===== src/rtl/uart_tx.sv =====
// uart_tx: 8N1 serial transmitter, LSB first, idle-high line, with peer
// flow control through an active-low clear-to-send input.
//
// Parameters:
//   CLKS_PER_BIT  clk cycles per bit time (min 2)
//
// Ports:
//   clk         system clock
//   rst_n       asynchronous active-low reset
//   tx          serial line out, idle 1 (registered)
//   cts_n       peer ready, active low, asynchronous to clk
//   data        byte to send, sampled on accept
//   data_valid  producer has a byte, held until acknowledged
//   data_ack_n  active-low one-cycle accept pulse (registered)
//   busy        high from start bit through stop bit (registered)
//
// Optional build macro UART_TX_PARITY_EN inserts an even-parity bit
// between the last data bit and the stop bit (11 bit-times per frame).
module uart_tx #(
  parameter int CLKS_PER_BIT = 32
) (
  input  logic       clk,
  input  logic       rst_n,
  output logic       tx,
  input  logic       cts_n,
  input  logic [7:0] data,
  input  logic       data_valid,
  output logic       data_ack_n,
  output logic       busy
);

  localparam int CNT_W = (CLKS_PER_BIT > 2) ? $clog2(CLKS_PER_BIT) : 1;
  localparam logic [CNT_W-1:0] RELOAD = CNT_W'(CLKS_PER_BIT - 1);

`ifdef UART_TX_PARITY_EN
  typedef enum logic [2:0] {IDLE, START, DATA, PARITY, STOP} state_t;
`else
  typedef enum logic [2:0] {IDLE, START, DATA, STOP} state_t;
`endif

  state_t           state;
  logic [7:0]       shift;
  logic [CNT_W-1:0] cnt;
  logic [2:0]       idx;
  logic [1:0]       cts_sync;
  logic             cts_s;
`ifdef UART_TX_PARITY_EN
  logic             parity;
`endif

  // Synchroniser resets to "not ready" so nothing is sent until the
  // peer's ready has been seen through both flops.
  always_ff @(posedge clk or negedge rst_n) begin
    if (!rst_n) cts_sync <= '1;
    else        cts_sync <= {cts_sync[0], cts_n};
  end

  assign cts_s = cts_sync[1];

  always_ff @(posedge clk or negedge rst_n) begin
    if (!rst_n) begin
      state      <= IDLE;
      tx         <= 1'b1;
      data_ack_n <= 1'b1;
      busy       <= 1'b0;
      shift      <= '0;
      cnt        <= '0;
      idx        <= '0;
`ifdef UART_TX_PARITY_EN
      parity     <= 1'b0;
`endif
    end else begin
      data_ack_n <= 1'b1;
      case (state)
        IDLE: begin
          tx   <= 1'b1;
          busy <= 1'b0;
          if (data_valid && !cts_s) begin
            // tx/busy are registered here so the start bit appears in
            // the same cycle as the ack pulse.
            shift      <= data;
`ifdef UART_TX_PARITY_EN
            parity     <= ^data;
`endif
            data_ack_n <= 1'b0;
            cnt        <= RELOAD;
            idx        <= '0;
            tx         <= 1'b0;
            busy       <= 1'b1;
            state      <= START;
          end
        end

        START: begin
          if (cnt == '0) begin
            cnt   <= RELOAD;
            tx    <= shift[0];
            state <= DATA;
          end else begin
            cnt <= cnt - 1'b1;
          end
        end

        DATA: begin
          if (cnt == '0) begin
            cnt   <= RELOAD;
            shift <= {1'b0, shift[7:1]};
            if (idx == 3'd7) begin
`ifdef UART_TX_PARITY_EN
              tx    <= parity;
              state <= PARITY;
`else
              tx    <= 1'b1;
              state <= STOP;
`endif
            end else begin
              idx <= idx + 3'd1;
              tx  <= shift[1];
            end
          end else begin
            cnt <= cnt - 1'b1;
          end
        end

`ifdef UART_TX_PARITY_EN
        PARITY: begin
          if (cnt == '0) begin
            cnt   <= RELOAD;
            tx    <= 1'b1;
            state <= STOP;
          end else begin
            cnt <= cnt - 1'b1;
          end
        end
`endif

        STOP: begin
          if (cnt == '0) begin
            busy  <= 1'b0;
            state <= IDLE;
          end else begin
            cnt <= cnt - 1'b1;
          end
        end

        default: begin
          tx    <= 1'b1;
          busy  <= 1'b0;
          state <= IDLE;
        end
      endcase
    end
  end

endmodule


===== config.mk =====
export PLATFORM = sky130hd
export DESIGN_NAME = uart_tx
export DESIGN_NICKNAME = d
export VERILOG_FILES = /design/src/rtl/uart_tx.sv
export SDC_FILE = /design/constraint.sdc
export NUM_CORES = 1
export LEC_CHECK = 0
export CAP_MARGIN = 0
export CORE_ASPECT_RATIO = 1.25
export CORE_MARGIN = 2
export CORE_UTILIZATION = 32
export CTS_CLUSTER_DIAMETER = 60
export DETAILED_ROUTE_END_ITERATION = 16
export PLACE_DENSITY = 0.58
export SLEW_MARGIN = 15
export SYNTH_ARGS = -nofsm -noshare
export SYNTH_HDL_FRONTEND = slang
export SYNTH_SLANG_ARGS = --single-unit

===== constraint.sdc =====
create_clock -name clk -period 2.6 [get_ports clk]
set_clock_uncertainty 0.05 [all_clocks]
set_input_delay 0.39 -clock clk [delete_from_list [all_inputs] [get_ports clk]]
set_output_delay 0.39 -clock clk [all_outputs]
set_load 0.02 [all_outputs]

## Word level (Yosys, flattened, before mapping)

Index checks and enable logic that the tools add are counted.

- Bits in registers: 24
- Input bits: 12
- Output and inout port bits: 3
- Word-level logic and storage cells: 62

- Add/subtract/negate cells: 2
- Equality and inequality tests: 11
- Multiplexer cells: 26
- Bitwise gates (word level): 2
- Reductions and logical operators: 13

Operators with widths:

| operator | count |
|---|---|
| 3-bit two-way mux | 8 |
| 8-bit two-way mux | 2 |
| 8-bit case mux with 2 select lines | 1 |
| 5-bit two-way mux | 3 |
| 5-bit case mux with 3 select lines | 1 |
| 2-bit != test (second input constant) | 7 |
| 3-bit case mux with 4 select lines | 1 |
| 3-bit AND reduction | 3 |
| 1-bit two-way mux | 7 |
| 3-bit by 2-bit == test with 1-bit output (second input constant) | 2 |
| 3-bit case mux with 2 select lines | 1 |
| 5-bit zero test | 1 |
| 5-bit AND reduction | 1 |
| 5-bit by 1-bit subtractor with 5-bit output (second input constant) | 1 |
| 1-bit case mux with 4 select lines | 1 |
| 4-bit AND reduction | 1 |
| 3-bit by 1-bit adder with 3-bit output (second input constant) | 1 |
| 3-bit by 1-bit == test with 1-bit output (second input constant) | 1 |
| 3-bit == test (second input constant) | 1 |
| 3-bit zero test | 1 |
| 1-bit case mux with 3 select lines | 1 |
| 3-bit nonzero test | 1 |
| 1-bit inverter | 2 |
| 2-bit AND reduction | 1 |
| other kinds (4) | 4 |

## Logic depth before layout (Yosys ltp)

- Word-level depth: 4
- Gate-level depth with buffers: 7

## Least setup slack after synthesis

No wires, ideal clock.

- Path type: register to register
- From: register cnt[0]
- To: register idx[0]
- Arrival: 1.802 ns
- Required time: 2.429 ns
- Slack: 0.627 ns
- Cell stages (with the launch flop): 8
- Path buffers: 1
- Cell sequence: dfrtp_1 > inv_1 > ha_1 > or4b_1 > buf_2 > nor2_1 > mux2_1 > a22o_1

- Cells in the longest elaborated chain, start to end: 3

Ends and longest elaborated chain:

| what | RTL line | RTL |
|---|---|---|
| start: declaration | 43 | `logic [CNT_W-1:0] cnt;` |
| start signal: assignment | 100 | `cnt <= cnt - 1'b1;` |
| start signal: assignment | 121 | `cnt <= cnt - 1'b1;` |
| start signal: assignment | 142 | `cnt <= cnt - 1'b1;` |
| 5-bit zero test | 105 | `if (cnt == '0) begin` |
| 2-bit != test (no line) | n/a |  |
| 4-bit AND reduction (no line) | n/a |  |
| end signal: assignment | 117 | `idx <= idx + 3'd1;` |
| end: declaration | 44 | `logic [2:0] idx;` |

No other way between the ends.
A chain may end at the register's enable or synchronous reset.

## Worst setup path in the final report

Same ends and word-level chain as after synthesis.

==> impl_metrics.csv <==
group,metric,value,unit
placed_design,hpwl,1.79,mm
global_route,grt_use_met1,0.142,
timing,slew_headroom,0.622,
hold_path,hp-class,"reg2reg",
worst_setup_path,slowest_delay,600,ps
timing,tightestPinTransition,563,ps
routing,postRouteAntennaNets,0,
die,dieArea,4510,um2
pwr,p_sw_frac,0.381,
clock_tree,post-cts-setup-buffers,0,
placed_design,gp_congestion,0.844,
finish,drive_gt1_frac,0.254,
timing,rsz0062_at_grt,"false",
yosys,async_reset_ff_frac,1.00,
worst_setup_path,cp_max_fo,7,
routing,routed_wl,2.32,mm
pwr,internal_power,1.17,mW
routing,drt-initial-drc-count,52,
worst_setup_path,start_kind,"register",
pwr,p_seq_frac,0.344,
finish,n_antenna_cell,0,
global_route,antenna_found_initial,0,
global_route,grt_pass1_vias,931,
worst_setup_path,cp_slowest_cell,"or4b_1",
timing,hold_violations,0,
global_route,met3_usage,0.0226,
worst_setup_path,critPathRequiredTime,2710,ps
yosys,synth_cells,109,
timing,period_minus_slack,2160,ps
finish,fillers,390,
die,fp.coreArea,3820,um2
global_route,top_usage_layer,"met2",
placed_design,io_buffers,14,
yosys,synth_edf_count,0,
yosys,synth_area_per_cell,11.7,um2
yosys,yosys_warnings,0,
pwr,ir_drop,511,uV
timing,setup_slack,437,ps
routing,drc,0,
worst_setup_path,reg2reg_depth,6,
placed_design,placed_area,1490,um2
die,io_pins,15,
routing,vias_per_cell,4.99,
clock_tree,hold_buffers,0,
pwr,finalPower,1.88,mW
clock_tree,clkLatencyLatePin,270,ps
global_route,grt_max_degree,14,
pwr,clkPwrFrac,0.118,
timing,min_period_over_period,0.832,
timing,fmax,462,MHz
clock_tree,cts_root_buf,"clkbuf_8",
worst_setup_path,worstPathArrival,2280,ps
status,status,"finished, final reports clean",
yosys,synth_nets,129,
die,die_h,74.6,um
routing,vias,898,
clock_tree,clk_pin_slew_worst_paths,80,ps
worst_setup_path,path_class,"reg2reg",
clock_tree,cts-resized-gates,0,
yosys,synth_seq_cells,23,
hold_path,hold-path-cell-count,0,
timing,setup_tns,0,ps
finish,final_core_util,0.401,
worst_setup_path,path_cells,"inv_1 -> ha_1 -> or4b_1 -> nor2_1 -> mux2_1 -> a22o_1",
routing,drt_pre_antenna_iters,4,
clock_tree,clkSinkCount,23,
global_route,grtUsageMet2,0.216,
routing,drt-wirelength-per-cell,12.9,um
finish,design_area,1530,um2
clock_tree,htreeDepth,1,
clock_tree,clock_path_buffers,2,
placed_design,dp_slack,325,ps
pwr,comb_power_share,0.538,
pwr,power_leakage,0.655,nW
finish,area_delta_synth_final,20.1,%
yosys,synth_area,1270,um2
finish,nets,147,
worst_setup_path,r2r-start,"cnt[0]",
die,rows,25,
die,initial_core_util,0.334,
flow_run,drv_cap,0,
yosys,synth_flop_cell,"dfrtp_1",
yosys,ys_types,36,
worst_setup_path,crit_path_end_kind,"register",
yosys,ys_seq_area_frac,0.455,
clock_tree,cts_made_buffers,3,
global_route,grt-ovfl-total,0,
hold_path,worstHoldStart,"cts_sync[0]",
worst_setup_path,critPathLaunch,"cnt[0]",
die,die_x,60.5,um
global_route,grt_pass1_wl,4.17,mm
global_route,track_usage,0.122,
timing,setup_viol_count_final,0,
clock_tree,cts_tree,"done",
pwr,power.net_switching,0.717,mW
pwr,powerDensity,1230,nW/um2
timing,drv_slew,0,
per-layer routing:
layer	vias to the layer above	wire length (um)
met5	-	0
li1	435	-
met2	15	1210
met4	0	42
met1	443	1000
met3	5	66
state kept, by name, summed over array words and instances, names as in the netlist:
signal / flops
busy: 1
cnt: 5
cts_sync: 2
data_ack_n: 1
idx: 3
shift: 8
state: 2
tx: 1
critical path: cells and delay by family (launching register included):
family / cells / cell delay, ps
mux: 1 / 340
flops: 1 / 420
buf+inv: 1 / 90
simple gates: 2 / 770
compound gates: 1 / 230
fa+ha+maj: 1 / 160
logic make-up after synthesis:
family / Yosys count / share of synthesized area
multiplexers: 16 / 0.144
AO/OA/AOI/OAI: 32 / 0.188
adder cells (fa/ha/maj): 8 / 0.0785
AND/OR/NAND/NOR: 20 / 0.0972
flip-flops: 23 / 0.455
buffers and inverters: 10 / 0.0363
area by class of cell:
type / instances / area (um2) / area share
multi-input cells: 76 / 648 / 0.423
clock buffers: 3 / 41.3 / 0.0270
inverters: 5 / 18.8 / 0.0123
clock inverters: 1 / 5.00 / 0.00327
repair buffers: 18 / 170 / 0.111
well taps: 54 / 67.6 / 0.0441
flip-flops and latches: 23 / 581 / 0.379
final timing paths:
path / slack (ps) / endpoint
worst max-delay path: 440 / idx[0]
worst min-delay path: 310 / cts_sync[1]
worst max register to register: 440 / idx[0]
worst min register to register: 310 / cts_sync[1]
max in group asynchronous: 1530 / shift[4]
min in group asynchronous: 410 / busy
power by group through the flow:
stage / registers [mW] / clock network, mW / logic, mW
2_1_floorplan: 0.646 / 0 / 0.796
3_3_place_gp: 0.647 / 0 / 0.998
3_5_place_dp: 0.656 / 0 / 1.02
4_1_cts: 0.649 / 0.233 / 1.03
5_1_grt: 0.671 / 0.248 / 1.12
6_report: 0.648 / 0.221 / 1.01
Yosys cell counts (2+ instances only):
| cell | n | area share |
|---|---|---|
| nand2b_1 | 2 | 0.0098 |
| a21oi_1 | 8 | 0.031 |
| a32o_1 | 2 | 0.016 |
| nor2_1 | 5 | 0.015 |
| nand2_1 | 5 | 0.015 |
| dfrtp_1 | 19 | 0.37 |
| a22o_1 | 3 | 0.021 |
| mux2_2 | 14 | 0.12 |
| ha_1 | 8 | 0.079 |
| o31a_1 | 2 | 0.014 |
| inv_1 | 5 | 0.015 |
| o22a_1 | 4 | 0.027 |
| o21ai_0 | 4 | 0.016 |
| clkbuf_1 | 3 | 0.0088 |
| dfstp_2 | 4 | 0.082 |
stage by stage:
step | cells | hold WS [ps]
floorplan | 109 | 44.4
global placement | 176 | 296
detailed placement | 176 | 297
CTS | 180 | 310
global route | 180 | 318
finish | 180 | 309
layout by cell type (no fill, tap or decap):
| cell type | instances |
|---|---|
| dfrtp_1 | 19 |
| mux2_2 | 14 |
| clkdlybuf4s50_1 | 14 |
| a21oi_1 | 8 |
| ha_1 | 8 |
| inv_1 | 5 |
| nand2_1 | 5 |
| nor2_1 | 5 |
| o21ai_0 | 4 |
| o22a_1 | 4 |
| dfstp_2 | 4 |
| buf_4 | 4 |
| a22o_1 | 3 |
| clkbuf_8 | 3 |
| nand2b_1 | 2 |
| a32o_1 | 2 |
| o31a_1 | 2 |
| nand3b_1 | 1 |
| nor4b_4 | 1 |
| a21boi_2 | 1 |
| nand4b_1 | 1 |
| a31oi_1 | 1 |
| a22oi_1 | 1 |
| a211o_1 | 1 |
| nor2b_1 | 1 |
| or4b_1 | 1 |
| mux2_1 | 1 |
| nor3_1 | 1 |
| a211oi_1 | 1 |
| o21ai_2 | 1 |
| a32oi_2 | 1 |
| mux2_4 | 1 |
| or2_2 | 1 |
| nand4_1 | 1 |
| o21a_1 | 1 |
| a21o_1 | 1 |
| clkinv_2 | 1 |
Note: power is estimated with default switching activity, not from simulation.
